[config.mk]
export PLATFORM = sky130hd
export DESIGN_NAME = pipe_skid_chain_flat
export DESIGN_NICKNAME = d
export VERILOG_FILES = /design/src/rtl/pipe_pkg.sv /design/src/rtl/pipe_skid_chain_if.sv /design/src/rtl/pipe_skid_stage.sv /design/src/rtl/pipe_skid_chain.sv /design/src/flat_wrapper.sv
export SDC_FILE = /design/constraint.sdc
export NUM_CORES = 1
export LEC_CHECK = 0
export ABC_AREA = 1
export BUFFER_PORTS_ARGS = -buffer_cell sky130_fd_sc_hd__buf_2
export CORE_UTILIZATION = 59
export CTS_BUF_LIST = sky130_fd_sc_hd__clkbuf_16
export CTS_CLUSTER_DIAMETER = 40
export DETAILED_ROUTE_END_ITERATION = 10
export PLACE_DENSITY = 0.86
export SYNTH_ARGS = -nofsm -noshare
export SYNTH_HDL_FRONTEND = slang
export SYNTH_HIERARCHICAL = 1
export SYNTH_SLANG_ARGS = --single-unit
[constraint.sdc]
create_clock -name clk -period 2.71 [get_ports clk]
set_clock_uncertainty 0.2 [all_clocks]
set_input_delay 0 -clock clk [delete_from_list [all_inputs] [get_ports clk]]
set_output_delay 0 -clock clk [all_outputs]
set_load 0.05 [all_outputs]
[src/rtl/pipe_pkg.sv]
// Shared types and helpers for the elastic skid pipeline chain.
package pipe_pkg;

    // Stage occupancy encoded as {S.valid, M.valid}
    typedef enum logic [1:0] {
        EMPTY = 2'b00,
        ONE   = 2'b01,
        FULL  = 2'b11
    } stage_state_t;

    // Width needed to hold an occupancy count of 0..2*stages
    function automatic int unsigned count_width(input int unsigned stages);
        return 32'($clog2(2 * stages + 1));
    endfunction

endpackage

[src/rtl/pipe_skid_chain_if.sv]
// Valid/ready handshake bundle carrying one payload item.
interface pipe_skid_chain_if #(
    parameter int unsigned WIDTH = 32
) ();
    logic             valid;
    logic [WIDTH-1:0] data;
    logic             ready;

    modport master (output valid, output data, input ready);
    modport slave  (input valid, input data, output ready);
endinterface

[src/rtl/pipe_skid_stage.sv]
// One elastic stage: main entry plus skid entry, all outputs from registers.
module pipe_skid_stage
    import pipe_pkg::*;
#(
    parameter int unsigned WIDTH = 32
) (
    input  logic             clk,
    input  logic             reset,
    input  logic             flush,
    input  logic             valid_i,
    input  logic [WIDTH-1:0] data_i,
    output logic             ready_o,
    output logic             valid_o,
    output logic [WIDTH-1:0] data_o,
    input  logic             ready_i,
    output logic [1:0]       occ
);

    stage_state_t     state_q, state_d;
    logic [WIDTH-1:0] m_data_q, m_data_d;
    logic [WIDTH-1:0] s_data_q, s_data_d;
    logic             in_fire;
    logic             out_fire;

    assign valid_o  = state_q[0];
    assign ready_o  = !state_q[1];
    assign data_o   = m_data_q;
    assign occ      = state_q;
    assign in_fire  = valid_i & ready_o;
    assign out_fire = valid_o & ready_i;

    // State and data registers; async reset clears everything
    always_ff @(posedge clk or posedge reset) begin
        if (reset) begin
            state_q  <= EMPTY;
            m_data_q <= '0;
            s_data_q <= '0;
        end else begin
            state_q  <= state_d;
            m_data_q <= m_data_d;
            s_data_q <= s_data_d;
        end
    end

    // Next state; data only moves on a real transition, flush wins over all
    always_comb begin
        state_d  = state_q;
        m_data_d = m_data_q;
        s_data_d = s_data_q;
        if (flush) begin
            state_d  = EMPTY;
            m_data_d = '0;
            s_data_d = '0;
        end else begin
            unique case (state_q)
                EMPTY: begin
                    if (in_fire) begin
                        m_data_d = data_i;
                        state_d  = ONE;
                    end
                end
                ONE: begin
                    if (in_fire && out_fire) begin
                        m_data_d = data_i;
                    end else if (in_fire) begin
                        s_data_d = data_i;
                        state_d  = FULL;
                    end else if (out_fire) begin
                        state_d  = EMPTY;
                    end
                end
                FULL: begin
                    if (out_fire) begin
                        m_data_d = s_data_q;
                        state_d  = ONE;
                    end
                end
                default: begin
                    state_d = EMPTY;
                end
            endcase
        end
    end

endmodule

[src/rtl/pipe_skid_chain.sv]
// Chain of elastic skid stages with a registered total occupancy count.
module pipe_skid_chain
    import pipe_pkg::*;
#(
    parameter int unsigned WIDTH  = 32,
    parameter int unsigned STAGES = 2,
    parameter int unsigned CW     = count_width(STAGES)
) (
    input  logic                     clk,
    input  logic                     reset,
    input  logic                     flush,
    pipe_skid_chain_if.slave         up,
    pipe_skid_chain_if.master        dn,
    output logic [CW-1:0]            count
);

    logic             v [STAGES+1];
    logic [WIDTH-1:0] d [STAGES+1];
    logic             r [STAGES+1];
    logic [1:0]       occ [STAGES];
    logic             in_fire;
    logic             out_fire;
    logic [CW-1:0]    count_d;
    logic [CW-1:0]    occ_sum;

    assign v[0]      = up.valid;
    assign d[0]      = up.data;
    assign up.ready  = r[0];
    assign dn.valid  = v[STAGES];
    assign dn.data   = d[STAGES];
    assign r[STAGES] = dn.ready;

    assign in_fire  = up.valid & r[0];
    assign out_fire = v[STAGES] & dn.ready;

    // Stage k output feeds stage k+1 input
    for (genvar k = 0; k < STAGES; k++) begin : g_stage
        pipe_skid_stage #(.WIDTH(WIDTH)) u_stage (
            .clk     (clk),
            .reset   (reset),
            .flush   (flush),
            .valid_i (v[k]),
            .data_i  (d[k]),
            .ready_o (r[k]),
            .valid_o (v[k+1]),
            .data_o  (d[k+1]),
            .ready_i (r[k+1]),
            .occ     (occ[k])
        );
    end

    // Occupancy tracks chain-boundary handshakes only; interior moves net to zero
    always_comb begin
        count_d = count;
        if (flush) begin
            count_d = '0;
        end else begin
            count_d = count + CW'(in_fire) - CW'(out_fire);
        end
    end

    // Registered occupancy count
    always_ff @(posedge clk or posedge reset) begin
        if (reset) begin
            count <= '0;
        end else begin
            count <= count_d;
        end
    end

    // Sum of per-stage valid bits, used only by the consistency check below
    always_comb begin
        occ_sum = '0;
        for (int k = 0; k < int'(STAGES); k++) begin
            occ_sum = occ_sum + CW'(occ[k][0]) + CW'(occ[k][1]);
        end
    end

    // Simulation-only: the incremental count must match the stage valid bits
    a_count_consistent: assert property (@(posedge clk) disable iff (reset) count == occ_sum);

endmodule

[src/flat_wrapper.sv]
// flat-port wrapper written by rule: the top's interface ports become plain ports
module pipe_skid_chain_flat import pipe_pkg::*;
#(
    parameter int unsigned WIDTH  = 32,
    parameter int unsigned STAGES = 2,
    parameter int unsigned CW     = count_width(STAGES)
)
  (clk, reset, flush, count, up_valid, up_data, up_ready, dn_valid, dn_data, dn_ready);
  pipe_skid_chain_if #(.WIDTH(WIDTH)) up_i ();
  pipe_skid_chain_if #(.WIDTH(WIDTH)) dn_i ();
  input  logic clk;
  input  logic reset;
  input  logic flush;
  output logic [CW-1:0] count;
  input wire logic [$bits(up_i.valid)-1:0] up_valid;
  input wire logic [$bits(up_i.data)-1:0] up_data;
  output wire logic [$bits(up_i.ready)-1:0] up_ready;
  output wire logic [$bits(dn_i.valid)-1:0] dn_valid;
  output wire logic [$bits(dn_i.data)-1:0] dn_data;
  input wire logic [$bits(dn_i.ready)-1:0] dn_ready;
  assign up_i.valid = up_valid;
  assign up_i.data = up_data;
  assign up_ready = up_i.ready;
  assign dn_valid = dn_i.valid;
  assign dn_data = dn_i.data;
  assign dn_i.ready = dn_ready;
  pipe_skid_chain #(.WIDTH(WIDTH), .STAGES(STAGES), .CW(CW)) u_core (.clk(clk), .reset(reset), .flush(flush), .up(up_i), .dn(dn_i), .count(count));
endmodule
==> results.sh, run 1 <==
export IMPL_cp_arrival_ns=2.72
export IMPL_clock_path_buffers=2
export IMPL_p_sw_share_pct=44.1
export IMPL_die_y_um=109
export IMPL_setup_tns_ns=0
export IMPL_power_share_clock_pct=25.2
export IMPL_placementRows=38
export IMPL_powerDensity_nw_per_um2=1070
export IMPL_p_switching_mw=3.74
export IMPL_worstMarginPinSlew_ns=0.885
export IMPL_relSlewSlack_pct=40.9
export IMPL_finalSetupViolCount=0
export IMPL_routed_wl_um=15700
export IMPL_grt_total_usage_pct=29.1
export IMPL_io_pins=74
export IMPL_outcome="complete, no violations"
export IMPL_diodes=0
export IMPL_startpoint="u_core/g_stage[0].u_stage/occ[1]$_DFFE_PP0P_"
export IMPL_grt_pass1_vias=5362
export IMPL_drive_above_1_share_pct=15.3
export IMPL_die_area_um2=11800
export IMPL_clkTransAtPathRegs_ns=0.06
export IMPL_fin_crit_sh_pct=96.9
export IMPL_die_w_um=109
export IMPL_reg2regPathDepth=9
export IMPL_cts_made_buffers=17
export IMPL_grt_max_degree=66
export IMPL_max_freq_ghz=0.381
export IMPL_drc=0
export IMPL_pwr_share_seq_pct=36.1
export IMPL_place_congestion=0.797
export IMPL_cp_start_kind="flop"
export IMPL_avgSynthCellArea_um2=8.17
export IMPL_pwr_share_comb_pct=38.7
export IMPL_hpwlAfterDp_um=9030
export IMPL_initial_core_util_pct=61.3
export IMPL_reg2reg_from="u_core/g_stage[0].u_stage/occ[1]$_DFFE_PP0P_"
export IMPL_ir_drop_mv=0.676
export IMPL_synth_warnings=6
export IMPL_hold_viol=0
export IMPL_drt_iter0_markers=417
export IMPL_intPower_mw=4.74
export IMPL_cp_max_fo=5
export IMPL_syn_nets=869
export IMPL_io_buffer_count=73
export IMPL_antenna_found_initial=0
export IMPL_drv_cap=0
export IMPL_slew_violations=0
export IMPL_worstPathRequired_ns=2.80
export IMPL_crit_type="flop to flop"
export IMPL_fin_nets=952
export IMPL_cts_root_buf="clkbuf_16"
export IMPL_grt_pass1_wl_um=26400
export IMPL_cts_sinks=135
export IMPL_dr_pass1_iters=5
export IMPL_hp_class="input pin to async pin"
export IMPL_fin_hold_ws_ns=0.107
export IMPL_ant_nets=0
export IMPL_grt_ovfl_total=0
export IMPL_area_growth_pct=18.2
export IMPL_htree_num_levels=4
export IMPL_end_kind="flop"
export IMPL_cts_tree="yes"
export IMPL_drt_vias_per_instance=5.54
export IMPL_clk_latency_ns=0.42
export IMPL_wire_per_inst_um=14.8
export IMPL_coreArea_um2=10900
export IMPL_synth_area_um2=6710
export IMPL_synthCells=821
export IMPL_fin_crit_ns=2.63
export IMPL_num_vias=5852
export IMPL_p_leak_nw=3.98
-- cell usage in the layout (no fill, tap or decap), types with 17 or more instances in the layout --
cell             n
a21oi_1         64
clkbuf_16       17
dlygate4sd3_1   38
inv_1           88
buf_2           73
o21ai_1         28
nand2_1        170
dfrtp_1        133
o21ai_0        100
nand3_1        137
-- critical path, stage by stage, from the launching register on --
cell	delay [ns]
dfrtp_2	0.46
inv_4	0.09
nand2_1	0.07
ha_1	0.29
inv_1	0.09
ha_1	0.14
inv_1	0.05
fa_1	0.49
nor2_1	0.05
dlygate4sd3_1	0.56
-- routing by layer --
layer / share of wire [%] / GRT usage, % / wire length [µm]
met5: 0 / 0 / 0
met3: 6.3 / 6.28 / 985
met2: 47 / 43.1 / 7310
met1: 46 / 43.5 / 7200
met4: 1.1 / 7.53 / 178
-- flip-flops by register name, summed over array words and instances (netlist names) --
register / count
u_core/g_stage.u_stage/occ: 4
u_core/g_stage.u_stage/data_o: 64
u_core/count: 3
u_core/g_stage.u_stage/s_data_q: 64
-- worst paths after layout --
check | to | slack [ns]
hold / removal | u_core/g_stage[0].u_stage/data_o[18]$_DFFE_PP0P_ | 0.11
min in group clk | u_core/g_stage[0].u_stage/s_data_q[3]$_DFFE_PP0P_ | 0.16
setup reg to reg | u_core/count[1]$_DFF_PP0_ | 0.08
max in group asynchronous | u_core/g_stage[1].u_stage/data_o[31]$_DFFE_PP0P_ | 1.40
setup / recovery | u_core/count[1]$_DFF_PP0_ | 0.08
hold reg to reg | u_core/g_stage[1].u_stage/data_o[24]$_DFFE_PP0P_ | 0.26
-- power groups by stage --
stage	clock network [mW]	registers (mW)	logic (mW)
after global placement	0	3.05	3.07
after global routing	2.25	3.13	3.63
after detailed placement	0	3.06	3.15
after CTS	2.16	3.04	3.23
final	2.14	3.06	3.29
after floorplan	0	3.88	1.77
-- timing repair --
action | 4_1_cts | 5_1_grt
hold buffers | 38 | 0
endpoints found under the hold margin | 152 | 0
buffers inserted | 0 | 1
gates resized for setup | 0 | 3
setup endpoints to repair | 0 | 1
-- layout make-up --
type / instances / area (µm²)
multi-input combinational: 534 / 2620
clock buffer: 17 / 425
tap: 140 / 175
sequential: 135 / 3380
clock inverter: 14 / 120
timing repair buffer: 122 / 841
inverter: 94 / 360
fill: 846 / 3010
-- stage by stage --
step | instances | power [mW] | setup slack, ns | cell area [µm²] | utilization, %
2_1_floorplan | 821 | 5.66 | 0.567 | 6710 | -
3_3_place_gp | 986 | 6.12 | 0.657 | 6990 | 63.9
3_5_place_dp | 986 | 6.20 | 0.632 | 6990 | 63.9
4_1_cts | 1055 | 8.44 | 0.146 | 7910 | 72.4
5_1_grt | 1056 | 9.02 | -0.00711 | 7930 | 72.5
6_report | 1056 | 8.48 | 0.0850 | 7930 | 72.5
Power figures use the tool's default switching activity.
==> inputs of run 2 (changes only) <==
Settings changed: ABC_AREA 1 to not set.
==> results.sh, run 2 <==
export IMPL_outcome="complete, no violations"
export IMPL_drt_vias_per_instance=5.91
export IMPL_routed_wl_um=16700
export IMPL_clock_path_buffers=2
export IMPL_synth_warnings=6
export IMPL_end_kind="flop"
export IMPL_cp_arrival_ns=2.69
export IMPL_grt_ovfl_total=0
export IMPL_cts_root_buf="clkbuf_16"
export IMPL_slowest_stage="dlygate4sd3_1"
export IMPL_drc=0
export IMPL_slew_violations=0
export IMPL_syn_nets=697
export IMPL_hp_class="input pin to flop"
export IMPL_drt_iter0_markers=429
export IMPL_preCtsSetupSlack_ns=0.328
export IMPL_worst_path_buf_inv=3
export IMPL_hold_path_depth=5
export IMPL_rrSetupSlack_ns=0.17
export IMPL_avgSynthCellArea_um2=10.4
export IMPL_ir_drop_mv=0.543
export IMPL_grt_max_degree=67
export IMPL_relSlewSlack_pct=45.3
export IMPL_worstMarginPinSlew_ns=0.820
export IMPL_wl_met3_um=1030
export IMPL_grt_pass1_wl_um=27400
export IMPL_reg2reg_from="u_core/g_stage[0].u_stage/occ[1]$_DFFE_PP0P_"
export IMPL_worstPathRequired_ns=2.86
export IMPL_powerDensity_nw_per_um2=1000
export IMPL_diodes=0
export IMPL_clk_latency_ns=0.41
export IMPL_drive_above_1_share_pct=24.3
export IMPL_reg2regPathDepth=7
export IMPL_p_leak_nw=3.58
export IMPL_max_freq_ghz=0.393
export IMPL_area_growth_pct=24.8
export IMPL_placementRows=38
export IMPL_io_pins=74
export IMPL_wl_met1_um=7450
export IMPL_ant_nets=0
export IMPL_fin_crit_sh_pct=93.8
export IMPL_crit_family="buffers and inverters"
export IMPL_grt_setup_unrepaired="false"
export IMPL_coreArea_um2=11000
export IMPL_fin_crit_ns=2.54
export IMPL_final_cell_mix="dfrtp_1, nand2_1, buf_2, a21oi_1"
export IMPL_antenna_found_initial=0
export IMPL_min_to="u_core/count[1]$_DFF_PP0_"
export IMPL_finalSetupViolCount=0
export IMPL_dr_pass1_iters=8
export IMPL_clkTransAtPathRegs_ns=0.06
export IMPL_finalWorstSetupSlack_ns=0.167
export IMPL_cp_max_fo=33
export IMPL_fin_hold_ws_ns=0.0151
export IMPL_cts_sinks=135
export IMPL_num_vias=5422
export IMPL_die_area_um2=11900
export IMPL_post_route_util_pct=76.6
export IMPL_place_congestion=0.790
export IMPL_worstHoldStart="up_valid"
export IMPL_synthCells=649
export IMPL_startpoint="u_core/g_stage[0].u_stage/occ[1]$_DFFE_PP0P_"
export IMPL_wire_per_inst_um=18.2
export IMPL_die_w_um=109
export IMPL_cp_cell_sequence="inv_1 > ha_1 > and3_1 > buf_6 > nand2_1 > a21oi_1 > dlygate4sd3_1"
export IMPL_die_y_um=109
export IMPL_cp_start_kind="flop"
export IMPL_rr_endpoint="u_core/g_stage[0].u_stage/s_data_q[31]$_DFFE_PP0P_"
export IMPL_drv_cap=0
export IMPL_initial_core_util_pct=61.4
export IMPL_cts_tree="yes"
export IMPL_routed_top_layer="met4"
export IMPL_setup_tns_ns=0
export IMPL_hpwlAfterDp_um=9710
export IMPL_slowest_delay_ns=0.57
export IMPL_grt_total_usage_pct=30.3
export IMPL_htree_num_levels=4
export IMPL_met2_length_um=8050
export IMPL_fin_nets=813
export IMPL_crit_type="flop to flop"
export IMPL_synth_area_um2=6740
export IMPL_io_buffer_count=73
export IMPL_cts_made_buffers=17
export IMPL_hold_viol=0
export IMPL_grt_pass1_vias=5306
export IMPL_final_common_cell="dfrtp_1"
[run 2: through the flow]
| stage | instances | instance area [µm²] | power, mW |
|---|---|---|---|
| after floorplan | 649 | 6740 | 5.25 |
| after global placement | 823 | 7190 | 5.77 |
| after detailed placement | 823 | 7190 | 5.91 |
| after CTS | 918 | 8410 | 8.37 |
| after global routing | 918 | 8410 | 8.82 |
| final | 918 | 8410 | 8.41 |
[run 2: area by class of cell]
cell class	instances	area, µm²
Sequential cell	135	3380
Multi-Input combinational cell	445	3050
Fill cell	660	2570
Timing Repair Buffer	155	1180
Clock buffer	17	425
Tap cell	140	175
Clock inverter	15	161
Inverter	11	41.3
[run 2: layer usage]
metal  up-vias  global-route usage [%]
met5         -                       0
met4         0                    7.14
met3        20                    6.58
met2       220                    47.4
met1      2675                    43.3
li1       2507                       -
[run 2: how the worst max path moves through the flow]
stage,end,cells past startpoint,slack (ns)
2_1_floorplan,u_core/g_stage[0].u_stage/data_o[0]$_DFFE_PP0P_,8,0.28
3_3_place_gp,u_core/g_stage[1].u_stage/data_o[10]$_DFFE_PP0P_,7,0.44
3_5_place_dp,u_core/g_stage[1].u_stage/data_o[0]$_DFFE_PP0P_,7,0.33
4_1_cts,u_core/g_stage[0].u_stage/s_data_q[30]$_DFFE_PP0P_,7,0.19
5_1_grt,u_core/g_stage[0].u_stage/s_data_q[31]$_DFFE_PP0P_,7,0.03
6_report,u_core/g_stage[0].u_stage/s_data_q[31]$_DFFE_PP0P_,7,0.17
[run 2: timing repair]
action / CTS / global route
hold buffers: 63 / 0
endpoints found under the setup margin: 0 / 6
hold endpoints to repair: 170 / 0
buffers inserted: 0 / 0
resized for setup: 0 / 1
[run 2: power breakdown]
part	leakage, nW	internal, mW	switching [mW]
registers	1.84	2.46	0.365
logic	1.46	1.11	2.18
clock network	0.285	1.43	0.866
[run 2: worst min-delay path: cells and delay by family]
kind          cells  cell delay, ns
simple gates      2            0.13
buf+inv           1            0.12
fa+ha+maj         2            0.33
